**src/rtl/ram_writer_pkg.sv**
```systemverilog
// Shared definitions for the ram_writer block: default parameters
// and the sequencing FSM state encoding.
package ram_writer_pkg;

    localparam int DW_DEFAULT = 4;
    localparam int AW_DEFAULT = 4;
    localparam logic [DW_DEFAULT-1:0] CLR_VAL_DEFAULT = 4'b0000;

    typedef enum logic [1:0] {
        INIT  = 2'd0,
        IDLE  = 2'd1,
        CLEAR = 2'd2
    } state_e;

endpackage

```
**src/rtl/ram_writer_mem.sv**
```systemverilog
// Storage for ram_writer: 2**AW x DW array, one synchronous write
// port and one registered, enabled read port (read-before-write).
// Ports:
//   clk, rst_n                  clock, async active-low reset (read reg only)
//   we_i, waddr_i, wdata_i      write port
//   re_i, raddr_i, rdata_o      registered read port
module ram_writer_mem #(
    parameter int DW = 4,
    parameter int AW = 4
) (
    input  logic          clk,
    input  logic          rst_n,
    input  logic          we_i,
    input  logic [AW-1:0] waddr_i,
    input  logic [DW-1:0] wdata_i,
    input  logic          re_i,
    input  logic [AW-1:0] raddr_i,
    output logic [DW-1:0] rdata_o
);

    logic [DW-1:0] mem_q [2**AW];
    logic [DW-1:0] rdata_q;

    // Array is deliberately not reset; its contents come from the sweep.
    always_ff @(posedge clk) begin
        if (we_i) begin
            mem_q[waddr_i] <= wdata_i;
        end
    end

    // Non-blocking update yields the old word on a same-address collision.
    always_ff @(posedge clk or negedge rst_n) begin
        if (!rst_n) begin
            rdata_q <= '0;
        end else if (re_i) begin
            rdata_q <= mem_q[raddr_i];
        end
    end

    assign rdata_o = rdata_q;

endmodule

```
**src/rtl/ram_writer.sv**
```systemverilog
// RAM writer: init/clear sweep FSM, auto-increment pointer with
// wrap pulse, and write arbitration in front of ram_writer_mem.
// Ports:
//   clk, rst_n                          clock, async active-low reset
//   wr_valid/wr_ready, wr_auto,         write request handshake and
//   wr_addr, wr_data, ptr_load          addressing/pointer load
//   clr_start, busy                     clear sweep request / status
//   ptr, wrap                           pointer and wrap pulse
//   rd_en, rd_addr, rd_data             registered read port
module ram_writer
    import ram_writer_pkg::*;
#(
    parameter int          DW      = DW_DEFAULT,
    parameter int          AW      = AW_DEFAULT,
    parameter logic [DW-1:0] CLR_VAL = CLR_VAL_DEFAULT
) (
    input  logic          clk,
    input  logic          rst_n,
    input  logic          wr_valid,
    output logic          wr_ready,
    input  logic          wr_auto,
    input  logic [AW-1:0] wr_addr,
    input  logic [DW-1:0] wr_data,
    input  logic          ptr_load,
    input  logic          clr_start,
    output logic          busy,
    output logic [AW-1:0] ptr,
    output logic          wrap,
    input  logic          rd_en,
    input  logic [AW-1:0] rd_addr,
    output logic [DW-1:0] rd_data
);

    localparam logic [AW-1:0] LAST = '1;

    state_e        state_q, state_d;
    logic [AW-1:0] swp_q, swp_d;
    logic [AW-1:0] ptr_q, ptr_d;
    logic          wrap_q, wrap_d;

    logic          accept;
    logic          auto_acc;
    logic          we;
    logic [AW-1:0] waddr;
    logic [DW-1:0] wdata;

    assign accept   = (state_q == IDLE) && wr_valid;
    assign auto_acc = accept && wr_auto;

    always_comb begin
        state_d = state_q;
        swp_d   = swp_q;
        we      = 1'b0;
        waddr   = wr_addr;
        wdata   = wr_data;
        unique case (state_q)
            INIT, CLEAR: begin
                we    = 1'b1;
                waddr = swp_q;
                wdata = CLR_VAL;
                swp_d = swp_q + 1'b1;
                if (swp_q == LAST) begin
                    state_d = IDLE;
                end
            end
            IDLE: begin
                if (wr_valid) begin
                    we = 1'b1;
                    // A coinciding pointer load redirects the auto write.
                    if (wr_auto && !ptr_load) begin
                        waddr = ptr_q;
                    end
                end
                if (clr_start) begin
                    state_d = CLEAR;
                end
            end
            default: begin
                state_d = INIT;
                swp_d   = '0;
            end
        endcase
    end

    always_comb begin
        ptr_d  = ptr_q;
        wrap_d = 1'b0;
        if (ptr_load) begin
            ptr_d = wr_addr + {{(AW-1){1'b0}}, auto_acc};
        end else if (auto_acc) begin
            ptr_d  = ptr_q + 1'b1;
            wrap_d = (ptr_q == LAST);
        end
    end

    always_ff @(posedge clk or negedge rst_n) begin
        if (!rst_n) begin
            state_q <= INIT;
            swp_q   <= '0;
            ptr_q   <= '0;
            wrap_q  <= 1'b0;
        end else begin
            state_q <= state_d;
            swp_q   <= swp_d;
            ptr_q   <= ptr_d;
            wrap_q  <= wrap_d;
        end
    end

    assign wr_ready = (state_q == IDLE);
    assign busy     = (state_q != IDLE);
    assign ptr      = ptr_q;
    assign wrap     = wrap_q;

    ram_writer_mem #(
        .DW (DW),
        .AW (AW)
    ) u_mem (
        .clk     (clk),
        .rst_n   (rst_n),
        .we_i    (we),
        .waddr_i (waddr),
        .wdata_i (wdata),
        .re_i    (rd_en),
        .raddr_i (rd_addr),
        .rdata_o (rd_data)
    );

endmodule

```
**config.mk**
```make
export PLATFORM = sky130hd
export DESIGN_NAME = ram_writer
export DESIGN_NICKNAME = d
export VERILOG_FILES = /design/src/rtl/ram_writer_pkg.sv /design/src/rtl/ram_writer_mem.sv /design/src/rtl/ram_writer.sv
export SDC_FILE = /design/constraint.sdc
export NUM_CORES = 1
export LEC_CHECK = 0
export CAP_MARGIN = 20
export CORE_MARGIN = 2
export CORE_UTILIZATION = 40
export DETAILED_ROUTE_END_ITERATION = 16
export SKIP_LAST_GASP = 1
export SLEW_MARGIN = 15
export SYNTH_ARGS = -nofsm -noshare
export SYNTH_HDL_FRONTEND = slang
export SYNTH_SLANG_ARGS = --single-unit
```
**constraint.sdc**
```tcl
create_clock -name clk -period 2.8 [get_ports clk]
set_input_delay 0.56 -clock clk [delete_from_list [all_inputs] [get_ports clk]]
set_output_delay 0.56 -clock clk [all_outputs]
set_load 0.005 [all_outputs]
```
* After elaboration in Yosys (flattened, before gate mapping) *
Memories as Yosys holds them, arrays and structs flattened. A register that Yosys moved wholly into a read port is not among the register bits.
Cells that the tools add are included.

cells by class
  add/sub/neg operators = 3
  eq/ne operators = 7
  muxes and demuxes = 16
  reductions and logical operators = 9

operators by type and width
  operator               number
  $mux W4                5
  $pmux W4 S2            2
  $add A4 B1 Y4 const B  2
  $eq A4 B4 Y1 const B   2
  $mux W1                5
  $add A4 B1 Y4          1
  $mux W2                2
  $ne A2 B1 Y1 const B   2
  $pmux W2 S2            1
  $logic_and A1 B1 Y1    3
  $eq A2 B1 Y1 const B   1
  $eq A2 B2 Y1 const B   1
  $logic_not A1 Y1       2
  $logic_not A2 Y1       1
  $ne A2 B2 Y1 const B   1
  $pmux W1 S2            1
  $reduce_and A2 Y1      1
  $reduce_bool A2 Y1     1
  $reduce_or A2 Y1       1

storage, ports and cells
  flip-flop bits (word level) = 11
  RAM bits = 64
  input bits = 19
  output and inout port bits = 11
  memories = 1

memory list
  memory       depth  width  rd ports  clocked after Yosys merged registers in  write ports  RTL line              text
  u_mem.mem_q  16     4      1         1                                        1            ram_writer_mem.sv:21  logic [DW-1:0] mem_q [2**AW];

* Longest topological paths before layout *
Gate-level depths: netlist (run 1).

  word-level depth = 5
  gate-level depth with buffers = 7
  gate-level depth less buffers = 6

* By module *
From an unflattened synthesis (run 1), not the netlist that was laid out.

second synthesis, totals
  cell total of the unflattened synthesis = 205
  area total of the unflattened synthesis = 3517.1 µm²

by module, submodules not included
  module          times used  cells an instance  area an instance (µm²)  sequential area each (µm²)
  ram_writer_mem  1           128                2761.4                  2021.9
  ram_writer      1           77                 755.7                   275.3

* Worst setup path after synthesis (run 1) *
Ideal clock, no wire load.

  path type = input-to-reg
  start = in ptr_load
  end = mem u_mem.mem_q[0][0] (enable)
  setup time = 0.361 ns
  arrival = 1.925 ns
  path slack = 0.514 ns
  stages on the path = 6
  buffers on the path = 2
  cells stage by stage = buf_4 -> nor4bb_1 -> buf_4 -> mux2i_1 -> a21oi_1 -> nor3_1

on the way
  word-level cells in the longest chain between the ends = 5

ends and longest elaborated chain
  item                 RTL line              text
  start: declaration   ram_writer.sv:24      input logic ptr_load,
  $logic_not A1 Y1     ram_writer.sv:70      if (wr_auto && !ptr_load) begin
  $logic_and A1 B1 Y1  ram_writer.sv:70
  $mux W4              ram_writer.sv:70
  $mux W4              ram_writer.sv:67      if (wr_valid) begin
  $pmux W4 S2          ram_writer.sv:56      unique case (state_q)
  end: declaration     ram_writer_mem.sv:21

Every way passes these cells.

* Final worst setup path (run 1) *
  start = in ptr_load
  end = mem u_mem.mem_q[6][3] (enable)

Same word-level chain as after synthesis.

==> metrics.yaml, run 1 <==
fin_crit_sh_pct: 86.4
placed_area_sq_mm: 0.00412
syn_area_per_cell_sq_um: 16.3
cts_tree: "built"
timing.hold.worst_path_depth: 1
cpPeakStageDelay_ns: 0.54
layoutNonFillerInstCount: 382
crit_type: "in -> reg"
dp_hpwl_um: 4860
ctsHoldBuffers: 0
synth_warnings: 0
critPathBufInv: 1
switching_share_pct: 29.6
syn_to_final_growth_pct: 20.0
die_h_um: 98.7
grt_pass1_wl_um: 11500
ys_types: 43
drtIter0Drc: 117
hp-class: "reg -> reg"
power_switching_uw: 1040
cts_buffers: 9
pre_cts_ws_ns: 0.00251
fmax_mhz: 413
die_area_sq_mm: 0.00974
critPathCaptureType: "flip-flop"
via_per_inst: 5.30
layout.nets: 292
grt_pass1_vias: 2132
fin_ws_ns: 0.380
fin_total_pwr_uw: 3510
slew_headroom_pct: 43.9
synth.area.top_cells: "edfxtp_1, dfrtp_1, mux4_1, mux2i_1, mux4_2"
cts_resized: 0
layout-drive-gt1-share_pct: 19.3
vias: 2024
portBuffers: 29
syn_inst: 220
cts.sinks: 79
rsz0062_at_grt: "false"
intPower_uw: 2470
critPathMaxFanout: 7
antenna_cells: 0
power.density_mw_per_mm2: 815
power_frac_comb_pct: 27.9
clockRootBuffer: "clkbuf_8"
synth_area_sq_mm: 0.00359
max-clock-path-buffers: 2
layout_min_cycle_time_ns: 2.42
routed_wl_um: 6960
final_common_cell: "edfxtp_1"
firstDrtPassIters: 4
fin_skew_ns: 0.00488
cap_violations: 0
arrival_ns: 2.40
antenna_found_initial: 0
p_seq_share_pct: 49.2
layout_common_cells: "edfxtp_1, clkdlybuf4s50_1, buf_4"
irDropWorstVdd_v: 0.000562
worst_slew_pin_slew_ns: 0.839
ys_ff_latch: 79
grt-ovfl-total: 0
synth_top_area_share_pct: 53.6
setup-violations-final: 0
pwr-share-clk_pct: 23.0
cp.depth: 5
clk_latency_ns: 0.34
path_clk_slew_ns: 0.08
hold_viol: 0
postCtsSetupBuffers: 0
core_area_sq_mm: 0.00872
start_util_pct: 41.1
rows: 34
synth_fp_nets: 243
avgRoutedWirePerCell_um: 18.2
p_leak_uw: 0.00157
ant_nets: 0
die_w_um: 98.7
crit_family: "simple AND/OR/NAND/NOR gates"
crit_chain: "clkdlybuf4s50_1 > and3b_1 > a2111oi_4 > nor2b_1 > nor3_1"
gp_congestion: 0.765
worstPathRequired_ns: 2.78
r2r_cells: 4
grt_max_degree: 25
yosysSeqAreaShare_pct: 64.1
drc: 0
outcome: "finished clean"
tns_ns: 0
final_design_area_no_fill_sq_mm: 0.00430
io-pin-count: 30
worstSetupStartpointType: "primary input"
yosys.area.top_type: "edfxtp_1"
dp.cells: 366
slew_violations: 0
track_usage_pct: 15.8
fill_cells: 760
htree_levels: 3
cp_slowest_cell: "nor3_1"
[cell type report]
cell class / count / area, sq um / share of cell area, %
Sequential cell: 79 / 2300 / 53.4
Clock buffer: 9 / 124 / 2.88
Clock inverter: 7 / 63.8 / 1.48
Tap cell: 108 / 135 / 3.14
Multi-Input combinational cell: 122 / 1180 / 27.3
Inverter: 5 / 18.8 / 0.436
Timing Repair Buffer: 52 / 488 / 11.3
[sequential cells by signal, summed over array words and instances (netlist names)]
name and flops:
swp_q 4, state_q 2, ptr 4, u_mem.mem_q 64
u_mem.rdata_o 4, wrap 1
[power by group through the flow]
stage,sequential (uW),clock (uW),combinational (uW)
floorplan,1690,0,625
global placement,1750,0,977
detailed placement,1750,0,991
CTS,1730,832,994
global route,1760,883,1090
finish,1720,805,978
[metal layers]
layer	global-route usage, %	share of wire [%]
met4	5.06	0.95
met5	0	0
met1	22.6	48
met3	3.69	4.2
met2	24.2	47
[path summary, 6_finish.rpt]
| check | startpoint | endpoint | slack [ns] |
|---|---|---|---|
| worst max-delay path | ptr_load | u_mem.mem_q[6][3]$_DFFE_PP_ | 0.38 |
| max in group asynchronous | rst_n | state_q[1]$_DFFE_PN0P_ | 1.58 |
| worst max register to register | ptr[0]$_DFFE_PN0P_ | u_mem.mem_q[6][3]$_DFFE_PP_ | 0.64 |
| worst min register to register | u_mem.rdata_o[3]$_DFFE_PN0P_ | u_mem.rdata_o[3]$_DFFE_PN0P_ | 0.51 |
| min in group asynchronous | rst_n | u_mem.rdata_o[3]$_DFFE_PN0P_ | 0.70 |
| worst min-delay path | u_mem.rdata_o[3]$_DFFE_PN0P_ | u_mem.rdata_o[3]$_DFFE_PN0P_ | 0.51 |
[cell families after synthesis]
kind of cell | share of synthesized area, %
buf+inv | 3.14
flops | 64.1
fa+ha+maj | 1.40
mux | 17.1
simple gates | 7.89
xor+xnor | 1.71
compound gates | 4.68
[synthesized netlist by cell type]
cell and n:
mux2i_1 16, nor3b_1 1, nor4b_1 1, ha_1 4, buf_8 1, a21o_1 1, nor4bb_1 2, and2_1 4
buf_4 3, buf_6 2, a22o_1 1, mux4_1 10, mux2_2 5, a211oi_1 1, o22ai_1 2, xnor2_1 2
nand4_1 1, a31oi_1 1, a311oi_2 1, and4b_1 1, nor2_1 12, a32oi_1 1, buf_2 3, a311oi_1 1
mux4_2 6, a2bb2oi_1 1, xor2_1 5, dfrtp_1 15, inv_1 4, nand2_1 11, nor3_1 11, o21ai_0 6
and4_1 1, a2111oi_4 1, a21oi_1 2, edfxtp_1 64, and3b_1 1, nor2b_1 4, nand2b_1 1, nand3_1 3
inv_2 1, clkbuf_1 5, a32oi_2 1
[metrics by stage]
stage	hold slack, ns	util (%)
6_report	0.510	49.3
5_1_grt	0.521	49.3
3_3_place_gp	0.491	47.2
3_5_place_dp	0.498	47.2
4_1_cts	0.517	49.3
2_1_floorplan	0.264	-
Power figures use the tool's default switching activity.
==> run 2, diff against run 1 <==
RECOVER_POWER = 50   (was unset)
==> run 2 against run 1 <==
Power shrank 0.25%. Core utilization shrank 0.086 points. Maximum frequency shrank 1.2%. Critical path depth grew 1.
==> metrics.yaml, run 2 (synthesis results as in run 1) <==
outcome: "finished clean"
critPathLaunch: "wr_valid"
cts.sinks: 79
crit_type: "in -> reg"
track_usage_pct: 15.8
layout.nets: 292
cts_buffers: 9
rsz0062_at_grt: "false"
core_area_sq_mm: 0.00872
slew_headroom_pct: 40.8
timing.hold.worst_path_depth: 1
reg2reg_slack_ns: 0.39
critPathBufInv: 2
ctsHoldBuffers: 0
final_common_cell: "edfxtp_1"
hp-class: "reg -> reg"
layout-drive-gt1-share_pct: 18.6
critPathCaptureType: "flip-flop"
antenna_found_initial: 0
path_clk_slew_ns: 0.08
cp_slowest_cell: "nor3_1"
routed_wl_um: 6950
irDropWorstVdd_v: 0.000545
via_per_inst: 5.27
syn_to_final_growth_pct: 19.8
cp.depth: 6
layout_min_cycle_time_ns: 2.45
power.density_mw_per_mm2: 814
setup-violations-final: 0
max-clock-path-buffers: 2
fmax_mhz: 408
grt-ovfl-total: 0
clockRootBuffer: "clkbuf_8"
crit_family: "simple AND/OR/NAND/NOR gates"
grt_max_degree: 25
slew_violations: 0
cts_resized: 0
placed_area_sq_mm: 0.00412
cap_violations: 0
postCtsSetupBuffers: 0
hold_viol: 0
clk_latency_ns: 0.34
ant_nets: 0
p_leak_uw: 0.00156
grt_pass1_wl_um: 11500
rows: 34
timing.hold.ws_ns: 0.513
fin_skew_ns: 0.00505
start_util_pct: 41.1
portBuffers: 29
endpoint: "u_mem.mem_q[14][2]$_DFFE_PP_"
fin_crit_sh_pct: 87.5
fill_cells: 763
firstDrtPassIters: 4
grt_pass1_vias: 2132
top_register: "u_mem.mem_q"
io-pin-count: 30
gp_congestion: 0.765
arrival_ns: 2.43
dp_hpwl_um: 4860
cpPeakStageDelay_ns: 0.53
cts_tree: "built"
seq_area_sq_mm: 0.00230
antenna_cells: 0
largest_reg_flops: 64
multiInputGateArea_sq_mm: 0.00118
final_design_area_no_fill_sq_mm: 0.00430
crit_chain: "clkdlybuf4s50_1 > nor4bb_1 > buf_4 > mux2i_1 > a21oi_1 > nor3_1"
worstPathRequired_ns: 2.78
die_w_um: 98.7
die_area_sq_mm: 0.00974
fin_total_pwr_uw: 3500
tns_ns: 0
r2r-end: "u_mem.mem_q[2][1]$_DFFE_PP_"
drtIter0Drc: 117
worst_slew_pin_slew_ns: 0.887
hp-start: "u_mem.rdata_o[3]$_DFFE_PN0P_"
htree_levels: 3
critPathMaxFanout: 9
die_h_um: 98.7
worstSetupStartpointType: "primary input"
layout_common_cells: "edfxtp_1, clkdlybuf4s50_1, buf_4"
r2r_cells: 4
avgRoutedWirePerCell_um: 18.2
fin_util_pct: 49.3
vias: 2015
drc: 0
reg2reg_from: "state_q[0]$_DFFE_PN0P_"
run 2: cell types whose count changed in the layout (fill, tap and decap cells not counted), sizes merged:
| cell | delta |
|---|---|
| clkbuf | +2 |
| clkdlybuf4s50 | -1 |
| buf | -2 |
| dlygate4sd3 | +1 |
run 2: cell type report:
cell class	instances	area share, %
inverters	5	0.437
repair buffers	52	11.2
clock buffers	9	2.88
well taps	108	3.15
flip-flops and latches	79	53.5
clock inverters	7	1.49
multi-input cells	122	27.4
run 2: stage by stage:
step                setup WS (ns)  std cells
CTS                         0.388        382
global route                0.138        382
finish                      0.349        382
detailed placement        0.00251        366
global placement           0.0324        366
floorplan                   0.514        220
run 2: power breakdown:
group,internal (uW),switching (uW)
Combinational,458,511
Sequential,1600,126
Clock,404,401
Total,2460,1040
run 2: metal layers:
layer	global-route usage (%)	wire length (um)	vias up
met2	24.2	3300	42
met3	3.69	260	5
met4	5.06	66	0
met5	0	0	-
met1	22.6	3320	1006
li1	-	-	962
run 2: worst min-delay path by stage:
| stage | end | slack [ns] |
|---|---|---|
| floorplan | ptr[0]$_DFFE_PN0P_ | 0.26 |
| global placement | u_mem.rdata_o[3]$_DFFE_PN0P_ | 0.49 |
| detailed placement | u_mem.rdata_o[2]$_DFFE_PN0P_ | 0.50 |
| CTS | u_mem.rdata_o[2]$_DFFE_PN0P_ | 0.52 |
| global route | u_mem.rdata_o[3]$_DFFE_PN0P_ | 0.52 |
| finish | u_mem.rdata_o[3]$_DFFE_PN0P_ | 0.51 |
